### config.mk
export PLATFORM = sky130hd
export DESIGN_NAME = scanline_fill_ctrl_flat
export DESIGN_NICKNAME = d
export VERILOG_FILES = /design/src/rtl/gpu2d_video_pkg.sv /design/src/rtl/scanline_fill_ctrl_if.sv /design/src/rtl/scanline_fill_ctrl.sv /design/src/flat_wrapper.sv
export SDC_FILE = /design/constraint.sdc
export NUM_CORES = 1
export LEC_CHECK = 0
export CAP_MARGIN = 10
export CORE_UTILIZATION = 44
export CTS_BUF_LIST = sky130_fd_sc_hd__clkbuf_4
export DETAILED_ROUTE_END_ITERATION = 12
export GPL_TIMING_DRIVEN = 0
export PLACE_DENSITY_LB_ADDON = 0.2
export SETUP_SLACK_MARGIN = 0.4
export SLEW_MARGIN = 25
export SYNTH_ARGS = -nofsm -noshare
export SYNTH_HDL_FRONTEND = slang
export SYNTH_SLANG_ARGS = --single-unit
### constraint.sdc
create_clock -name clk -period 1.7 [get_ports clk]
set_input_delay 0.255 -clock clk [delete_from_list [all_inputs] [get_ports clk]]
set_output_delay 0.255 -clock clk [all_outputs]
set_load 0.02 [all_outputs]
### src/rtl/gpu2d_video_pkg.sv
// Shared video-pipeline definitions: the scanline-fill state encoding and the
// default display geometry that the timing generator also uses.
package gpu2d_video_pkg;

  localparam int LINE_PIXELS = 800;
  localparam int V_PIXELS    = 600;

  typedef enum logic [1:0] {
    IDLE,
    REQ,
    FILL
  } fill_state_t;

  // Saturating 8-bit increment for event counters.
  function automatic logic [7:0] sat_inc8(input logic [7:0] value);
    return (value == 8'hFF) ? value : value + 8'd1;
  endfunction

endpackage

### src/rtl/scanline_fill_ctrl_if.sv
// Renderer-side handshake of the scanline fill controller: the line request
// channel, the pixel stream and the abort pulse.
interface scanline_fill_ctrl_if #(
  parameter int LINE_WIDTH = 10,
  parameter int DATA_WIDTH = 8
);

  logic                  req_valid;
  logic [LINE_WIDTH-1:0] req_line;
  logic                  req_ready;
  logic                  px_valid;
  logic [DATA_WIDTH-1:0] px_data;
  logic                  px_ready;
  logic                  line_abort;

  modport master (
    output req_valid,
    output req_line,
    input  req_ready,
    input  px_valid,
    input  px_data,
    output px_ready,
    output line_abort
  );

  modport slave (
    input  req_valid,
    input  req_line,
    output req_ready,
    output px_valid,
    output px_data,
    input  px_ready,
    input  line_abort
  );

endinterface

### src/rtl/scanline_fill_ctrl.sv
// Ping-pong scanline fill scheduler: requests the next line from the renderer
// and streams its pixels into the even or odd buffer not being displayed.
module scanline_fill_ctrl #(
  parameter int LINE_PIXELS = gpu2d_video_pkg::LINE_PIXELS,
  parameter int V_PIXELS    = gpu2d_video_pkg::V_PIXELS,
  parameter int ADDR_WIDTH  = 10,
  parameter int DATA_WIDTH  = 8,
  parameter int LINE_WIDTH  = $clog2(V_PIXELS)
) (
  input  logic                  clk,
  input  logic                  rst_n,
  input  logic                  vblank_start,
  input  logic                  line_start,
  input  logic [LINE_WIDTH-1:0] line_index,
  scanline_fill_ctrl_if.master  render,
  output logic                  even_wren,
  output logic                  odd_wren,
  output logic [ADDR_WIDTH-1:0] wr_addr,
  output logic [DATA_WIDTH-1:0] wr_data,
  output logic                  fill_done,
  output logic [7:0]            underrun_count
);

  localparam logic [LINE_WIDTH-1:0] LAST_LINE = LINE_WIDTH'(V_PIXELS - 1);
  localparam logic [ADDR_WIDTH-1:0] LAST_PX   = ADDR_WIDTH'(LINE_PIXELS - 1);
  // One bit wider so LINE_PIXELS == 2**ADDR_WIDTH still compares correctly.
  localparam logic [ADDR_WIDTH:0]   PIX_LIMIT = (ADDR_WIDTH + 1)'(LINE_PIXELS);

  gpu2d_video_pkg::fill_state_t state, state_nxt;

  logic [ADDR_WIDTH-1:0] pix_cnt;
  logic [LINE_WIDTH-1:0] line_q;
  logic [LINE_WIDTH-1:0] target_line;
  logic                  line_abort_q;
  logic                  trigger;
  logic                  abort;
  logic                  px_ready_int;
  logic                  accept;
  logic                  last_px;

  // The last visible line has no successor, so it never starts a fill.
  assign trigger     = vblank_start || (line_start && (line_index < LAST_LINE));
  assign target_line = vblank_start ? '0 : line_index + LINE_WIDTH'(1);
  assign abort       = trigger && (state != gpu2d_video_pkg::IDLE);

  assign px_ready_int = (state == gpu2d_video_pkg::FILL) && ({1'b0, pix_cnt} < PIX_LIMIT);
  assign accept       = render.px_valid && px_ready_int;
  assign last_px      = accept && (pix_cnt == LAST_PX);

  assign render.req_valid  = (state == gpu2d_video_pkg::REQ);
  assign render.req_line   = line_q;
  assign render.px_ready   = px_ready_int;
  assign render.line_abort = line_abort_q;

  always_comb begin
    // NOTE: default first, so every path assigns state_nxt and no latch is inferred.
    state_nxt = state;
    case (state)
      gpu2d_video_pkg::REQ:  if (render.req_ready) state_nxt = gpu2d_video_pkg::FILL;
      gpu2d_video_pkg::FILL: if (last_px)          state_nxt = gpu2d_video_pkg::IDLE;
      default:               state_nxt = state;
    endcase
    // A new line always restarts the sequence, whatever was in flight.
    if (trigger) state_nxt = gpu2d_video_pkg::REQ;
  end

  // NOTE: non-blocking assignments throughout, so every register samples pre-edge values.
  always_ff @(posedge clk) begin
    if (!rst_n) begin
      state          <= gpu2d_video_pkg::IDLE;
      pix_cnt        <= '0;
      line_q         <= '0;
      line_abort_q   <= 1'b0;
      even_wren      <= 1'b0;
      odd_wren       <= 1'b0;
      wr_addr        <= '0;
      wr_data        <= '0;
      fill_done      <= 1'b0;
      underrun_count <= 8'd0;
    end else begin
      state        <= state_nxt;
      line_abort_q <= abort;

      // A pixel accepted in an abort cycle still lands, in the old buffer.
      even_wren <= accept && !line_q[0];
      odd_wren  <= accept &&  line_q[0];
      fill_done <= last_px;
      if (accept) begin
        wr_addr <= pix_cnt;
        wr_data <= render.px_data;
      end

      if (trigger) begin
        line_q  <= target_line;
        pix_cnt <= '0;
      end else if (accept) begin
        pix_cnt <= pix_cnt + ADDR_WIDTH'(1);
      end

      if (vblank_start) begin
        underrun_count <= 8'd0;
      end else if (abort) begin
        underrun_count <= gpu2d_video_pkg::sat_inc8(underrun_count);
      end
    end
  end

endmodule

### src/flat_wrapper.sv
// flat-port wrapper written by rule: the top's interface ports become plain ports
module scanline_fill_ctrl_flat 
#(
  parameter int LINE_PIXELS = gpu2d_video_pkg::LINE_PIXELS,
  parameter int V_PIXELS    = gpu2d_video_pkg::V_PIXELS,
  parameter int ADDR_WIDTH  = 10,
  parameter int DATA_WIDTH  = 8,
  parameter int LINE_WIDTH  = $clog2(V_PIXELS)
)
  (clk, rst_n, vblank_start, line_start, line_index, even_wren, odd_wren, wr_addr, wr_data, fill_done, underrun_count, render_req_valid, render_req_line, render_req_ready, render_px_valid, render_px_data, render_px_ready, render_line_abort);
  scanline_fill_ctrl_if #(.LINE_WIDTH(LINE_WIDTH), .DATA_WIDTH(DATA_WIDTH)) render_i ();
  input  logic clk;
  input  logic rst_n;
  input  logic vblank_start;
  input  logic line_start;
  input  logic [LINE_WIDTH-1:0] line_index;
  output logic even_wren;
  output logic odd_wren;
  output logic [ADDR_WIDTH-1:0] wr_addr;
  output logic [DATA_WIDTH-1:0] wr_data;
  output logic fill_done;
  output logic [7:0] underrun_count;
  output wire logic [$bits(render_i.req_valid)-1:0] render_req_valid;
  output wire logic [$bits(render_i.req_line)-1:0] render_req_line;
  input wire logic [$bits(render_i.req_ready)-1:0] render_req_ready;
  input wire logic [$bits(render_i.px_valid)-1:0] render_px_valid;
  input wire logic [$bits(render_i.px_data)-1:0] render_px_data;
  output wire logic [$bits(render_i.px_ready)-1:0] render_px_ready;
  output wire logic [$bits(render_i.line_abort)-1:0] render_line_abort;
  assign render_req_valid = render_i.req_valid;
  assign render_req_line = render_i.req_line;
  assign render_i.req_ready = render_req_ready;
  assign render_i.px_valid = render_px_valid;
  assign render_i.px_data = render_px_data;
  assign render_px_ready = render_i.px_ready;
  assign render_line_abort = render_i.line_abort;
  scanline_fill_ctrl #(.LINE_PIXELS(LINE_PIXELS), .V_PIXELS(V_PIXELS), .ADDR_WIDTH(ADDR_WIDTH), .DATA_WIDTH(DATA_WIDTH), .LINE_WIDTH(LINE_WIDTH)) u_core (.clk(clk), .rst_n(rst_n), .vblank_start(vblank_start), .line_start(line_start), .line_index(line_index), .render(render_i), .even_wren(even_wren), .odd_wren(odd_wren), .wr_addr(wr_addr), .wr_data(wr_data), .fill_done(fill_done), .underrun_count(underrun_count));
endmodule
Yosys cells after proc, flatten, opt, wreduce, memory -nomap -nowiden:

Index checks and enable logic that the tools add are counted.

* word-level logic and storage cells: 48
* output and inout bits: 42
* register bits: 52
* bits of input ports: 24

* eq/ne operators: 8
* magnitude comparators: 2
* add/sub/neg operators: 3
* bitwise operators: 2
* reduce and logical (&&, ||, !) cells: 17
* mux-type cells: 5

Operators by type and width (count)
* $add 10x1->10 const B: 2
* $lt 10x10->1 const B: 2
* $eq 10x10->1 const B: 1
* $mux 10: 1
* $add 8x1->8 const B: 1
* $eq 8x8->1 const B: 1
* $logic_and 1x1->1: 7
* $ne 3x1->1 const B: 2
* $reduce_and 3->1: 2
* $mux 2: 2
* $ne 2x1->1 const B: 2
* $pmux 2 s2: 1
* $reduce_bool 2->1: 2
* $reduce_or 2->1: 2
* $reduce_bool 3->1: 1
* $eq 2x1->1 const B: 1
* $eq 2x2->1 const B: 1
* $not 1->1: 2
* $reduce_and 2->1: 1
* $logic_not 1->1: 1
* $logic_or 1x1->1: 1
* $mux 1: 1

Logic depth before layout (Yosys ltp):

* word-level depth: 7
* depth in mapped cells: 6

Least setup slack after synthesis:

No wires, ideal clock.

* path type: register -> register
* start point: reg u_core.pix_cnt[5]
* end point: reg u_core.pix_cnt[8]
* setup slack: -107 ps
* setup time: 75 ps
* period minus slack after synthesis: 1807 ps
* cell stages (with the launch flop): 6
* arrival time: 1732 ps
* buffers on the path: 1
* data required time: 1625 ps
* cells stage by stage: dfxtp_1 -> buf_6 -> o311a_4 -> or3b_4 -> or4_1 -> a21oi_1

* longest elaborated chain between the ends: 3
* elaborated cells on any way between the ends: 4
* classes of those cells: add/sub: 1; order compare: 1; reduce/logical: 2

Ends and longest elaborated chain
* from (decl): line scanline_fill_ctrl.sv:31 `logic [ADDR_WIDTH-1:0] pix_cnt;`
* from (signal assigned): line scanline_fill_ctrl.sv:97 `pix_cnt <= pix_cnt + ADDR_WIDTH'(1);`
* $lt 10x10->1: line scanline_fill_ctrl.sv:46 `assign px_ready_int = (state == gpu2d_video_pkg::FILL) && ({1'b0, pix_cnt} < PIX_LIMIT);`
* $logic_and 1x1->1: line scanline_fill_ctrl.sv:46
* $logic_and 1x1->1: line scanline_fill_ctrl.sv:47 `assign accept = render.px_valid && px_ready_int;`

Several ways; a longest one is shown, not always the timed one.
A chain may end at the register's enable or synchronous reset.

Worst setup path in the final report:

Ends and elaborated chain as after synthesis.

==> results.cfg <==
[floorplanning]
core-area_sq_um = 4880
rows = 25
pin_count = 66
die_w_um = 74.4
die_h_um = 74.4
initial_core_util = 0.472
die_area_sq_um = 5530

[layout]
diodes = 0
syn_to_final_growth_pct = 61.3
drive_above_1_share = 0.496
final_util = 0.761
final_nets = 400

[power]
power_frac_clock = 0.262
ir_worst_vdd_mv = 0.406
switching_share = 0.280
comb_power_share = 0.149
p_leak_nw = 1.50
powerDensity_nw_per_um2 = 566
power_switching_uw = 589
internal_power_mw = 1.51
seqPwrFrac = 0.589

[global_routing]
use_met3 = 0.0501
grt_max_degree = 16
grt_use_total = 0.251
antenna_found_initial = 0
busiest_layer = met2
grtUsageMet2 = 0.453
grt_use_met1 = 0.300
grt_overflow_total = 0
grt_pass1_wl_um = 10500
grt_pass1_vias = 2236

[placement]
gp_congestion = 0.880
port_buffers = 65
dp_hpwl_um = 4000

[worst_setup_path]
cpPeakStageDelay_ps = 420
cp.buffers_inverters = 1
required_ps = 2040
path_class = flip-flop to flip-flop
worst_path_max_delay_cell = or4_4
arrival_ps = 2150
critical_path.cell_chain = buf_6, o311a_4, or3b_4, or4_4, a21oi_2
r2r_slack_ps = -110
cp-start-kind = flip-flop
cpLargestDelayFamily = simple AND/OR/NAND/NOR gates
crit_fanout = 4
cp-end-kind = flip-flop

[logic_synthesis]
synth_seq_cells = 52
syn_inst = 275
syn-num-nets = 302
synth_flop_cell = dfxtp_1
syn_avg_cell_area_sq_um = 8.38
synth-warning-count = 0
synth.area.mux_share = 0.0174
synth_compound_area_frac = 0.188
synth_top_family_by_area = simple AND/OR/NAND/NOR gates
async_reset_ff_frac = 0
synth-adder-area-share = 0.0163
ys_types = 40
syn_area_sq_um = 2300
synth_xor_area_frac = 0.0532
yosysSeqAreaShare = 0.452
yosys.area_share.simple = 0.240
synth_edf_count = 0

[routing]
viasPerCell = 5.50
vias = 2422
drt_pre_antenna_iters = 4
wl_um = 7360
wire_per_inst_um = 16.7
ant_nets = 0
drt_iter0_markers = 118
drc = 0

[timing]
setup_ws_ps = -110
min_period_ps = 1810
fmax_ghz = 0.552
hold_viol = 0
worstMarginPinSlew_ps = 779
finalCritPeriodShare = 1.06
slew_violations = 0
rsz0062_at_grt = true
setup_viol = 2
worst_hold_slack_ps = 47.4
finClkSkew_ps = 12.1
slew_headroom = 0.481

[cts]
cts_hold_buf = 0
clk_latency_ps = 390
clk_pin_slew_ps = 150
cts_buffers = 5
clk_path_buf_depth = 2
cts_tree = built
clock-root-buffer = clkbuf_4
cts_sinks = 52
htreeDepth = 2

[hold_path]
hp-class = primary input to flip-flop

[status]
status = finished, violations left
violations = negative setup slack

[job]
maxCapViolations = 0
## sequential cells by signal (all words and copies together), names as in the netlist
name	count
u_core.render.line_abort	1
u_core.wr_addr	10
u_core.pix_cnt	10
u_core.wr_data	8
u_core.fill_done	1
u_core.odd_wren	1
u_core.render.req_line	10
u_core.even_wren	1
u_core.state	2
u_core.underrun_count	8
## cell usage after synthesis (4+ instances only)
library cell   n  area, sq um
nand2_1       53          199
dfxtp_1       52         1040
a21oi_1       29          145
nor2_1        22         82.6
nand3_1       11         55.1
a211oi_1      10         75.1
xnor2_1       10         87.6
clkbuf_1       9         33.8
o21ai_0        9         45.0
inv_1          5         18.8
nand4_1        5         31.3
nor3_1         5         25.0
o211ai_1       5         37.5
or2_2          5         31.3
mux2i_1        4         40.0
o31ai_1        4         30.0
xor2_1         4         35.0
## final timing paths
kind	start	cells past startpoint	endpoint
max	u_core.pix_cnt[5]	5	u_core.pix_cnt[8]
min	line_index[0]	2	u_core.render.req_line[0]
max reg2reg	u_core.pix_cnt[5]	5	u_core.pix_cnt[8]
min reg2reg	u_core.render.req_line[0]	1	u_core.even_wren
## cell usage in the layout (no fill, tap or decap), drive strengths merged, types with 2 or more instances in the layout
master,count
and3,4
nor4b,2
ha,3
a211oi,10
o2111ai,3
or4,2
o211a,2
buf,45
or2,5
nand2,53
o31ai,4
nand4,5
a21oi,29
o211ai,5
xnor2,10
xor2,4
nor2,22
nand3,11
dfxtp,52
nor3,5
clkdlybuf4s50,11
dlygate4sd2,6
clkbuf,40
nor4,2
inv,6
o21ai,9
clkdlybuf4s15,6
mux2i,4
## cell type report
type / instances / area [sq um]
Buffer: 12 / 121
Clock buffer: 5 / 37.5
Clock inverter: 2 / 11.3
Fill cell: 386 / 1160
Inverter: 5 / 18.8
Multi-Input combinational cell: 206 / 1630
Sequential cell: 52 / 1080
Tap cell: 67 / 83.8
Timing Repair Buffer: 91 / 732
## timing repair
action | 4_1_cts | 5_1_grt
pin swaps | 26 | 26
gates cloned | 5 | 0
endpoints found under the setup margin | 93 | 81
setup buffers | 17 | 4
gates resized for setup | 212 | 95
## routing by layer
| metal | routed length, um | share of wire | vias up |
|---|---|---|---|
| met5 | 0 | 0 | - |
| met4 | 116 | 0.016 | 0 |
| met3 | 394 | 0.054 | 11 |
| met2 | 3840 | 0.52 | 77 |
| met1 | 3010 | 0.41 | 1164 |
| li1 | - | - | 1170 |
## kinds of logic after synthesis
family          after synthesis
compound gates               67
xor+xnor                     14
fa+ha+maj                     3
buf+inv                      17
flops                        52
mux                           4
simple gates                118
## power groups by stage
stage | logic [mW] | registers, mW | clock network, mW
detailed placement | 0.258 | 1.27 | 0
global route | 0.333 | 1.24 | 0.613
CTS | 0.289 | 1.24 | 0.556
finish | 0.312 | 1.24 | 0.551
global placement | 0.255 | 1.27 | 0
floorplan | 0.112 | 1.29 | 0
## metrics by stage
stage                     total power [mW]  setup WS [ps]  cells  cell area, sq um  TNS (ps)
after global routing                  2.19           -183    440              3710      -513
after global placement                1.53           -674    407              3150    -15520
after detailed placement              1.53           -740    407              3150    -17120
after floorplan                       1.40          -54.3    275              2410     -54.3
after CTS                             2.08           -108    436              3680      -193
final                                 2.10           -110    440              3710      -198
Power figures use the tool's default switching activity.
